**src/rtl/traffic_input_cond.sv**
```systemverilog
// Board input conditioning for the traffic-light controller: switch synchronisers,
// per-button debounce with press pulses and sticky requests. Optional long-press via TRAFFIC_INPUT_LONGPRESS_EN.
module traffic_input_cond #(
    parameter int N_BTN     = 4,
    parameter int N_SW      = 8,
    parameter int DB_CYCLES = 1000000,
    parameter int CNT_W     = 20,
    parameter int LP_CYCLES = 2**CNT_W - 1
) (
    input  logic             clk,
    input  logic             Reset,
    input  logic [N_BTN-1:0] btn_raw,
    input  logic [N_SW-1:0]  sw_raw,
    output logic [N_SW-1:0]  sw_sync,
    output logic [N_BTN-1:0] btn_level,
    output logic [N_BTN-1:0] btn_pulse,
    output logic [N_BTN-1:0] req_pend,
    input  logic [N_BTN-1:0] req_clr,
    output logic [N_BTN-1:0] btn_long
);

    typedef enum logic [1:0] {IDLE0, CHK1, IDLE1, CHK0} db_state_t;

    // Acceptance happens on the DB_CYCLES-th consecutive sample; cnt=1 after the first.
    localparam logic [CNT_W-1:0] ACCEPT_CNT = CNT_W'(DB_CYCLES - 1);

    logic [N_SW-1:0]  sw_meta;
    logic [N_BTN-1:0] btn_meta;
    logic [N_BTN-1:0] btn_sync;

    always_ff @(posedge clk or posedge Reset) begin
        if (Reset) begin
            sw_meta  <= '0;
            sw_sync  <= '0;
            btn_meta <= '0;
            btn_sync <= '0;
        end else begin
            sw_meta  <= sw_raw;
            sw_sync  <= sw_meta;
            btn_meta <= btn_raw;
            btn_sync <= btn_meta;
        end
    end

    // A pulse and a clear landing together leave the request set.
    always_ff @(posedge clk or posedge Reset) begin
        if (Reset) req_pend <= '0;
        else       req_pend <= btn_pulse | (req_pend & ~req_clr);
    end

    for (genvar i = 0; i < N_BTN; i++) begin : g_btn
        db_state_t        state;
        logic [CNT_W-1:0] cnt;
        logic             level;
        logic             pulse;

        always_ff @(posedge clk or posedge Reset) begin
            if (Reset) begin
                state <= IDLE0;
                cnt   <= '0;
                level <= 1'b0;
                pulse <= 1'b0;
            end else begin
                pulse <= 1'b0;
                case (state)
                    IDLE0: if (btn_sync[i]) begin
                        state <= CHK1;
                        cnt   <= CNT_W'(1);
                    end
                    CHK1: if (!btn_sync[i]) begin
                        state <= IDLE0;
                        cnt   <= '0;
                    end else if (cnt == ACCEPT_CNT) begin
                        state <= IDLE1;
                        cnt   <= '0;
                        level <= 1'b1;
                        pulse <= 1'b1;
                    end else begin
                        cnt <= cnt + CNT_W'(1);
                    end
                    IDLE1: if (!btn_sync[i]) begin
                        state <= CHK0;
                        cnt   <= CNT_W'(1);
                    end
                    CHK0: if (btn_sync[i]) begin
                        state <= IDLE1;
                        cnt   <= '0;
                    end else if (cnt == ACCEPT_CNT) begin
                        state <= IDLE0;
                        cnt   <= '0;
                        level <= 1'b0;
                    end else begin
                        cnt <= cnt + CNT_W'(1);
                    end
                    default: begin
                        state <= IDLE0;
                        cnt   <= '0;
                    end
                endcase
            end
        end

        assign btn_level[i] = level;
        assign btn_pulse[i] = pulse;

`ifdef TRAFFIC_INPUT_LONGPRESS_EN
        localparam int HOLD_W = $clog2(LP_CYCLES + 1);
        logic [HOLD_W-1:0] hold;
        logic              long_q;

        // Hold counter only advances while settled pressed; saturation gives one pulse per press.
        always_ff @(posedge clk or posedge Reset) begin
            if (Reset) begin
                hold   <= '0;
                long_q <= 1'b0;
            end else begin
                long_q <= 1'b0;
                if (state == IDLE1 && btn_sync[i]) begin
                    if (hold != HOLD_W'(LP_CYCLES)) hold <= hold + HOLD_W'(1);
                    if (hold == HOLD_W'(LP_CYCLES - 1)) long_q <= 1'b1;
                end else begin
                    hold <= '0;
                end
            end
        end

        assign btn_long[i] = long_q;
`else
        // LP_CYCLES has no effect in this build; the expression is constant 0.
        assign btn_long[i] = (LP_CYCLES < 0);
`endif
    end

endmodule

```
**config.mk**
```make
export PLATFORM = sky130hd
export DESIGN_NAME = traffic_input_cond
export DESIGN_NICKNAME = d
export VERILOG_FILES = /design/src/rtl/traffic_input_cond.sv
export SDC_FILE = /design/constraint.sdc
export NUM_CORES = 1
export LEC_CHECK = 0
export ABC_AREA = 1
export ABC_CLOCK_PERIOD_IN_PS = 6200
export CAP_MARGIN = 5
export CORE_ASPECT_RATIO = 1.75
export CORE_MARGIN = 3
export CORE_UTILIZATION = 45
export CTS_BUF_LIST = sky130_fd_sc_hd__clkbuf_4 sky130_fd_sc_hd__clkbuf_8
export CTS_CLUSTER_DIAMETER = 200
export DETAILED_ROUTE_END_ITERATION = 10
export GPL_ROUTABILITY_DRIVEN = 0
export PLACE_DENSITY = 0.63
export RECOVER_POWER = 25
export SLEW_MARGIN = 10
export SYNTH_ARGS = -nofsm -noshare
export SYNTH_HDL_FRONTEND = slang
export SYNTH_SLANG_ARGS = --single-unit
```
**constraint.sdc**
```tcl
create_clock -name clk -period 6.2 [get_ports clk]
set_clock_uncertainty 0.1 [all_clocks]
set_input_delay 0.93 -clock clk [delete_from_list [all_inputs] [get_ports clk]]
set_output_delay 0.93 -clock clk [all_outputs]
set_load 0.005 [all_outputs]
```
==> reports/qor.yml <==
run_status:
  status: "finished with violations"
  violations: "capacitance limit, slew limit"
routing:
  dr_wl_met3_um: 374
  top_layer: "met4"
  wl_met1_um: 5880
  met2_length_um: 7250
  drc: 0
  wirelength_um: 13800
  dr_total_vias: 5424
  vias_per_cell: 5.10
  antenna_left: 0
  drt_pass1_iterations: 4
  wl_per_cell_um: 13.0
  drt_iter0_drc: 265
place:
  dp.final_hpwl_um: 10100
  io_buffers: 37
sta:
  setup_tns_ns: 0
  worst_pin_slew_ns: 3.42
  drv_slew: 82
  hold_viol_final: 0
  setup_viol: 0
  min_period_over_period_pct: 58.6
  fmax_ghz: 0.275
  grt_setup_unrepaired: "false"
  max-slew-margin-rel_pct: -129
  period_needed_ns: 3.63
cts:
  cts_made_buffers: 17
  cts_tree: "yes"
  clock_tree.root_cell: "clkbuf_8"
  clock-sinks: 124
  cts.reportedPaths.clkPinSlew_ns: 0.08
  htreeDepth: 4
  insertion_delay_ns: 0.44
  clk_path_buf_depth: 2
  post_cts_resized: 0
  post_cts_buffers: 0
  holdBufCountCts: 0
setup_path:
  crit_path_max_incr_delay_ns: 1.92
  crit_arrival_ns: 4.06
  crit_type: "in2async"
  cp_cell_sequence: "clkdlybuf4s50_1 -> clkinvlp_2 -> buf_4"
  critPathCaptureType: "async pin"
  cpLargestDelayFamily: "buffers and inverters"
  crit-reg2reg-capture: "g_btn[0].cnt[17]$_DFFE_PP0P_"
  path_buf_inv: 3
  crit_path_start_kind: "primary input"
  worst_r2r_path_depth: 8
  cp_max_fo: 81
  r2r_slack_ns: 3.61
  r2r_start: "g_btn[0].cnt[0]$_DFFE_PP0P_"
  slowest_stage: "clkinvlp_2"
  required_ns: 6.63
global_route:
  grt_pass1_wl_um: 24300
  track_usage_pct: 18.1
  grt_max_degree: 82
  antenna_found_initial: 0
  overflow: 0
  grt_pass1_vias: 5458
final_layout:
  diodes: 0
  drive_gt1_share_pct: 6.21
  nNetsFinal: 895
  area_growth_pct: 12.6
  fin_util_pct: 52.5
flow_run:
  maxCapViolCount: 1
synthesis:
  yosysSeqAreaShare_pct: 47.4
  netlist_area_um2: 6550
  synth_area_leader_cell: "dfrtp_1"
  synth_top_area_share_pct: 47.4
  ys_ff_latch: 124
  ys_warn_count: 0
  ys_types: 35
  syn_avg_cell_area_um2: 7.87
  synth.area.top_cells: "dfrtp_1 (47%), nand2_1 (14%), nor2_1 (6.0%), inv_1 (5.6%), nand3_1 (5.3%)"
  netlist_instances: 832
hold_path:
  hold_path.class: "reg2reg"
  worstHoldStart: "btn_meta[2]$_DFF_PP0_"
  min_to: "btn_sync[2]$_DFF_PP0_"
  hold_path_depth: 0
floorplanning:
  fp.coreArea_um2: 14000
  fp.dieW_um: 97.2
  row_count: 57
  start_util_pct: 46.6
  die_area_um2: 16100
  num_io_pins: 42
  die_h_um: 166
pwr:
  irDropWorstVdd_v: 0.000126
  p_leak_uw: 0.00320
  p_per_area_nw_per_um2: 228
  p_total_uw: 1680
-- cell usage after synthesis --
| cell | number |
|---|---|
| a21oi_1 | 7 |
| o22ai_2 | 6 |
| a21o_1 | 1 |
| o21ai_1 | 6 |
| nand3b_1 | 5 |
| o21ai_0 | 28 |
| nor3_2 | 2 |
| dfrtp_1 | 124 |
| inv_1 | 97 |
| xnor2_1 | 6 |
| nor2_4 | 2 |
| ha_1 | 4 |
| nor3_1 | 6 |
| nor3_4 | 1 |
| buf_12 | 1 |
| buf_4 | 15 |
| o211ai_1 | 1 |
| nor2_1 | 105 |
| inv_2 | 3 |
| nand4_1 | 20 |
| xor2_1 | 35 |
| nand3_1 | 69 |
| conb_1 | 1 |
| nand2_4 | 1 |
| nand3_2 | 2 |
| o21ai_2 | 3 |
| nand2_1 | 236 |
| or2_2 | 1 |
| nand3_4 | 1 |
| o22ai_1 | 23 |
| nor2_2 | 8 |
| nand2_2 | 2 |
| buf_2 | 3 |
| o21bai_1 | 6 |
| nor3b_1 | 1 |
-- cell families (layout without fill, tap and decap cells) --
group           after synthesis  in the layout  share of synthesized area (%)
compound gates               81             81                           7.79
buf+inv                     119            170                           7.98
xor+xnor                     41             41                           5.48
fa+ha+maj                     4              4                          0.764
flops                       124            124                           47.4
other cells                   1              4                         0.0572
simple gates                462            462                           30.6
-- power by group --
group,leakage (uW),switching [uW],internal (uW)
Combinational,0.00133,49.3,25.8
Clock,0.000212,363,405
Sequential,0.00166,14.4,825
-- cell usage in the layout (no fill, tap or decap), types with 4 or more instances in the layout --
master	n
o22ai_1	23
nand3_1	70
xor2_1	35
clkbuf_8	17
o21bai_1	6
xnor2_1	6
nand2_1	238
nor2_1	108
clkdlybuf4s50_1	21
o21ai_0	30
dlygate4sd3_1	16
nor3_1	9
nand4_1	20
o21ai_1	6
clkinv_4	4
nand3b_1	5
a21oi_1	7
dfrtp_1	124
o22ai_2	6
inv_1	96
nor2_2	6
conb_1	4
ha_1	4
inv_6	5
-- routing by layer --
layer,vias up,track usage [%]
met5,-,0
met4,0,7.35
met3,27,3.28
met2,85,32.4
met1,2572,21.1
li1,2740,-
-- worst max-delay path by stage --
stage          depth (start not counted)  startpoint                      endpoint  slack, ns
5_1_grt                                3       Reset  g_btn[3].cnt[13]$_DFFE_PP0P_       1.90
2_1_floorplan                          1       Reset                     async pin       1.87
3_3_place_gp                           3       Reset         btn_meta[3]$_DFF_PP0_       3.35
6_report                               3       Reset  g_btn[3].cnt[13]$_DFFE_PP0P_       2.57
4_1_cts                                3       Reset  g_btn[3].cnt[13]$_DFFE_PP0P_       3.78
3_5_place_dp                           3       Reset  g_btn[3].cnt[19]$_DFFE_PP0P_       3.32
-- per-stage QoR --
step	std cells	worst slack [ns]	cell area, um^2	hold slack (ns)
after floorplan	835	1.87	6560	0.231
after global placement	1031	3.35	7020	0.234
after global routing	1063	1.90	7380	0.261
final	1063	2.57	7380	0.249
after CTS	1063	3.78	7440	0.254
after detailed placement	1031	3.32	7020	0.235
-- registers in the layout (all words and copies together), names as in the netlist, named ones only --
signal / flops
g_btn.state: 4
sw_meta: 8
btn_sync: 4
g_btn.pulse: 4
sw_sync: 8
req_pend: 4
g_btn.cnt: 80
btn_meta: 4
g_btn.level: 4
-- worst register-to-register path, cell delays in order (launching register included) --
cell and delay [ns]:
dfrtp_1 0.39, ha_1 0.23, nand2_1 0.09, nor3_1 0.71, nand3_4 0.15, nand2_1 0.53, inv_2 0.14, nand3_1 0.11
nand2_1 0.05
-- area by class of cell --
| class | count | area [um^2] |
|---|---|---|
| fillers | 1338 | 6670 |
| flip-flops and latches | 124 | 3100 |
| multi-input cells | 592 | 2880 |
| repair buffers | 38 | 378 |
| inverters | 100 | 377 |
| clock buffers | 17 | 234 |
| well taps | 177 | 221 |
| clock inverters | 15 | 186 |
(Power assumes the default switching activity.)
